### config.mk
export PLATFORM = sky130hd
export DESIGN_NAME = ram_arbiter
export DESIGN_NICKNAME = d
export VERILOG_FILES = /design/src/rtl/ram_arbiter.sv
export SDC_FILE = /design/constraint.sdc
export NUM_CORES = 1
export LEC_CHECK = 0
export BUFFER_PORTS_ARGS = -buffer_cell sky130_fd_sc_hd__buf_2
export CAP_MARGIN = 5
export CELL_PAD_IN_SITES_DETAIL_PLACEMENT = 1
export CELL_PAD_IN_SITES_GLOBAL_PLACEMENT = 1
export CORE_ASPECT_RATIO = 1.25
export CORE_MARGIN = 8
export CORE_UTILIZATION = 29
export CTS_BUF_LIST = sky130_fd_sc_hd__clkbuf_4 sky130_fd_sc_hd__clkbuf_8 sky130_fd_sc_hd__clkbuf_16
export DETAILED_ROUTE_END_ITERATION = 10
export MAX_ROUTING_LAYER = met4
export PLACE_DENSITY = 0.79
export SKIP_CTS_REPAIR_TIMING = 1
export SLEW_MARGIN = 0
export SYNTH_ARGS = -nofsm -noshare
export SYNTH_HDL_FRONTEND = slang
export SYNTH_SLANG_ARGS = --single-unit
### constraint.sdc
create_clock -name i_clk -period 2.18 [get_ports i_clk]
set_clock_uncertainty 0.1 [all_clocks]
set_input_delay 0.436 -clock i_clk [delete_from_list [all_inputs] [get_ports i_clk]]
set_output_delay 0.436 -clock i_clk [all_outputs]
set_load 0.02 [all_outputs]
### src/rtl/ram_arbiter.sv
// ram_arbiter: shares the single-port unified RAM between instruction fetch and load/store.
// Data has fixed priority, and a starvation counter forces a fetch grant after MAX_WAIT denials.
// Define RAM_ARB_RR_EN to use alternating round-robin on conflicts instead.
module ram_arbiter #(
    parameter int unsigned ADDR_WIDTH = 32,
    parameter int unsigned MAX_WAIT   = 4
) (
    input  logic                  i_clk,
    input  logic                  i_rst_n,

    input  logic                  i_if_req,
    input  logic [ADDR_WIDTH-1:0] i_if_addr,
    output logic                  o_if_gnt,
    output logic                  o_if_rvalid,
    output logic [31:0]           o_if_rdata,

    input  logic                  i_d_req,
    input  logic                  i_d_we,
    input  logic [ADDR_WIDTH-1:0] i_d_addr,
    input  logic [31:0]           i_d_wdata,
    output logic                  o_d_gnt,
    output logic                  o_d_rvalid,
    output logic [31:0]           o_d_rdata,

    output logic                  o_ram_we,
    output logic [ADDR_WIDTH-1:0] o_ram_addr,
    output logic [31:0]           o_ram_wdata,
    input  logic [31:0]           i_ram_rdata
);

    // One-hot owner of the response due in the next cycle.
    typedef enum logic [1:0] {
        RSEL_NONE  = 2'b00,
        RSEL_FETCH = 2'b01,
        RSEL_DATA  = 2'b10
    } rsel_t;

    rsel_t rsel;
    rsel_t rsel_next;
    logic  fetch_wins;

`ifdef RAM_ARB_RR_EN
    logic last_d;

    assign fetch_wins = last_d;

    always_ff @(posedge i_clk) begin
        if (!i_rst_n) begin
            last_d <= 1'b0;
        end else if (o_d_gnt) begin
            last_d <= 1'b1;
        end else if (o_if_gnt) begin
            last_d <= 1'b0;
        end
    end
`else
    localparam logic [7:0] MAX_WAIT_CNT = 8'(MAX_WAIT);

    logic [7:0] wait_cnt;

    assign fetch_wins = (wait_cnt == MAX_WAIT_CNT);

    always_ff @(posedge i_clk) begin
        if (!i_rst_n) begin
            wait_cnt <= '0;
        end else if (o_if_gnt) begin
            wait_cnt <= '0;
        end else if (i_if_req && (wait_cnt != MAX_WAIT_CNT)) begin
            wait_cnt <= wait_cnt + 8'd1;
        end
    end
`endif

    // Grants are suppressed while reset is asserted so no write can slip through.
    always_comb begin
        o_if_gnt = 1'b0;
        o_d_gnt  = 1'b0;
        if (i_rst_n) begin
            if (i_if_req && i_d_req) begin
                o_if_gnt = fetch_wins;
                o_d_gnt  = ~fetch_wins;
            end else begin
                o_if_gnt = i_if_req;
                o_d_gnt  = i_d_req;
            end
        end
    end

    assign o_ram_addr  = o_d_gnt ? i_d_addr : i_if_addr;
    assign o_ram_wdata = i_d_wdata;
    assign o_ram_we    = o_d_gnt & i_d_we;

    always_comb begin
        rsel_next = RSEL_NONE;
        if (o_if_gnt) begin
            rsel_next = RSEL_FETCH;
        end else if (o_d_gnt && !i_d_we) begin
            rsel_next = RSEL_DATA;
        end
    end

    always_ff @(posedge i_clk) begin
        if (!i_rst_n) begin
            rsel       <= RSEL_NONE;
            o_if_rdata <= '0;
            o_d_rdata  <= '0;
        end else begin
            rsel <= rsel_next;
            if (rsel_next == RSEL_FETCH) begin
                o_if_rdata <= i_ram_rdata;
            end
            if (rsel_next == RSEL_DATA) begin
                o_d_rdata <= i_ram_rdata;
            end
        end
    end

    assign o_if_rvalid = (rsel == RSEL_FETCH);
    assign o_d_rvalid  = (rsel == RSEL_DATA);

endmodule

==> reports/metrics.csv <==
stage,metric,value,unit
status,status,"finished, violations left",
status,violations,setup timing,
yosys,synth_seq_area_share,40.0,%
hold_path,hold-path-cell-count,3,
route,drc,0,
setup_path,path_cells,inv_2 -> ha_4 -> and4b_1 -> a21o_4 -> clkbuf_16 -> mux2_4 -> buf_6,
power,power.density,681,nW/um^2
floorplan,die_y,142,um
cts,clk_pin_slew,0.06,ns
route,drt_iter0_markers,69,
setup_path,crit_start,wait_cnt[1]$_SDFFE_PP0P_,
setup_path,cp.required,1.64,ns
power,power_leakage,2.81,nW
route,post_drt_wl_per_cell,18.6,um
flow_run,cap_violations,0,
floorplan,rows,46,
finish,antenna_cells,0,
global_route,grt_pass1_wl,19.5,mm
floorplan,io_pins,266,
yosys,yosys-top-cells-area,"dfxtp_1, mux2_4, mux2i_1",
timing,setup_viol,34,
timing,finalMaxSlewViolations,0,
yosys,synth.avg_cell_area,9.87,sq um
route,vias,3364,
setup_path,worstPathArrival,1.95,ns
setup_path,critPathLaunchType,register,
finish,final_common_cell,buf_2,
route,dr.pass1.iters,4,
hold_path,min_from,i_ram_rdata[2],
timing,fin_crit,2.49,ns
timing,hold-worst-slack,0.270,ns
yosys,synth_top_cell_by_area,dfxtp_1,
finish,fin_area,5230,sq um
cts,cts_num_sinks,74,
cts,cts-root-buf,clkbuf_16,
yosys,syn_area,3700,sq um
setup_path,cp-end-kind,primary output,
route,postRouteAntennaNets,0,
placed_design,placed_cells,706,
setup_path,worstSetupPathDepth,7,
yosys,syn_nets,510,
global_route,grt_usage,15.7,%
finish,drive_above_1_share,51.7,%
setup_path,path_buf_inv,3,
setup_path,crit_fanout,6,
timing,hold_viol,0,
setup_path,critPathSlowestCell,dfxtp_2,
timing,post-route-period-util,114,%
finish,layout.cells.non_filler,729,
power,p_total,0.00356,W
cts,cts_buffer_depth,2,
setup_path,worst_path_largest_cell_delay,0.35,ns
yosys,synth_seq_cells,74,
route,vias_per_cell,4.61,
setup_path,path_class,reg2out,
placed_design,place_congestion,0.782,
yosys,ys_warn_count,0,
power,peakVddDrop,0.360,mV
floorplan,core_area,12600,sq um
floorplan,dieArea,16700,sq um
finish,syn_to_final_growth,41.2,%
finish,nNetsFinal,691,
setup_path,r2r_start,wait_cnt[4]$_SDFFE_PP0P_,
timing,rsz0062_at_grt,yes,
yosys,netlist.area_leader.share,40.0,%
yosys,ys_types,32,
finish,mostFrequentLayoutCells,"buf_2, dfxtp_1, inv_1",
cts,cts_buffers,9,
cts,clk_latency,0.32,ns
placed_design,post-dp-hpwl,10.2,mm
timing,layout_setup_ws,-0.308,ns
floorplan,die-width,117,um
route,postRouteWirelength,13.6,mm
floorplan,floorplan.initialDensity,29.4,%
global_route,grt_overflow,0,
placed_design,placed_area,4610,sq um
setup_path,r2r_cells,7,
cts,h-tree-depth,3,
timing,clock.fmax,402,MHz
hold_path,hold_path_class,in2reg,
yosys,syn_inst,375,
timing,finalSetupTns,-9.18,ns
global_route,grt_max_degree,39,
placed_design,io_buffers,201,
cts,cts_tree,built,
global_route,grt_pass1_vias,3608,
setup_path,path_delay_family,buffers and inverters,
global_route,antenna_found_initial,0,
timing,slew_headroom,70.0,%
timing,worst_pin_slew,0.450,ns
==> registers in the layout, indices dropped and copies added, names as in the netlist <==
register,flops
o_d_rdata,32
o_if_rdata,32
wait_cnt,8
rsel,2
==> worst register-to-register path, delay by kind of cell, from the launching register on <==
kind                   cells  cell delay (ns)
buffers and inverters      4             0.69
flip-flops                 1             0.33
multiplexers               1             0.26
AO/OA/AOI/OAI              1             0.13
AND/OR/NAND/NOR            1             0.37
==> routing by layer <==
metal  GRT usage [%]  share of wire (%)  vias to the layer above
met2            28.4                 54                      115
li1                -                  -                     1583
met1            16.1                 38                     1647
met5               -                  0                        -
met3            3.91                5.7                       19
met4            4.93                1.5                        0
==> layout make-up <==
type / instances / area, sq um
sequential: 74 / 1490
fill: 1485 / 7380
inverter: 71 / 267
tap: 168 / 210
timing repair buffer: 226 / 1450
clock buffer: 11 / 246
multi-input combinational: 174 / 1540
clock inverter: 5 / 30.0
==> power breakdown <==
group | internal [W] | switching, W
combinational | 0.000344 | 0.000400
clock | 0.000808 | 0.000557
sequential | 0.00142 | 0.0000319
==> cells in the mapped netlist <==
| library cell | count |
|---|---|
| a211o_2 | 1 |
| a21o_1 | 1 |
| a21oi_1 | 6 |
| a221o_2 | 1 |
| a311o_2 | 1 |
| a31o_2 | 1 |
| a31oi_4 | 1 |
| and4b_1 | 1 |
| buf_1 | 1 |
| buf_12 | 3 |
| buf_2 | 2 |
| buf_4 | 34 |
| buf_6 | 9 |
| clkbuf_1 | 7 |
| dfxtp_1 | 74 |
| ha_1 | 2 |
| inv_1 | 71 |
| mux2_2 | 4 |
| mux2_4 | 28 |
| mux2i_1 | 32 |
| nand2_1 | 38 |
| nand3_1 | 4 |
| nand4_1 | 3 |
| nor2_1 | 4 |
| nor2b_1 | 3 |
| nor3_1 | 1 |
| nor4_4 | 1 |
| o21ai_0 | 3 |
| o22ai_1 | 2 |
| o32ai_1 | 32 |
| or3_1 | 3 |
| xor2_1 | 1 |
==> cells by family after synthesis <==
group / count (synthesis) / synth area share [%]
compound gates: 49 / 11.0
xor+xnor: 1 / 0.237
mux: 64 / 21.2
simple gates: 58 / 7.30
flops: 74 / 40.0
fa+ha+maj: 2 / 0.676
buf+inv: 127 / 19.5
==> path summary, 6_finish.rpt <==
check                                              endpoint  slack, ns
worst max-delay path                         o_ram_addr[26]      -0.31
worst min-delay path              o_d_rdata[2]$_SDFFE_PN0N_       0.27
worst max register to register   o_d_rdata[12]$_SDFFE_PN0N_       0.22
worst min register to register  o_if_rdata[27]$_SDFFE_PN0N_       0.35
==> through the flow <==
step | setup slack, ns | util (%)
after floorplan | 0.0631 | -
after CTS | -0.389 | 38.8
after global routing | -0.347 | 41.5
after detailed placement | -0.0223 | 36.6
final | -0.308 | 41.5
after global placement | 0.00807 | 36.6
No activity file was read; power rests on OpenSTA's default activity.
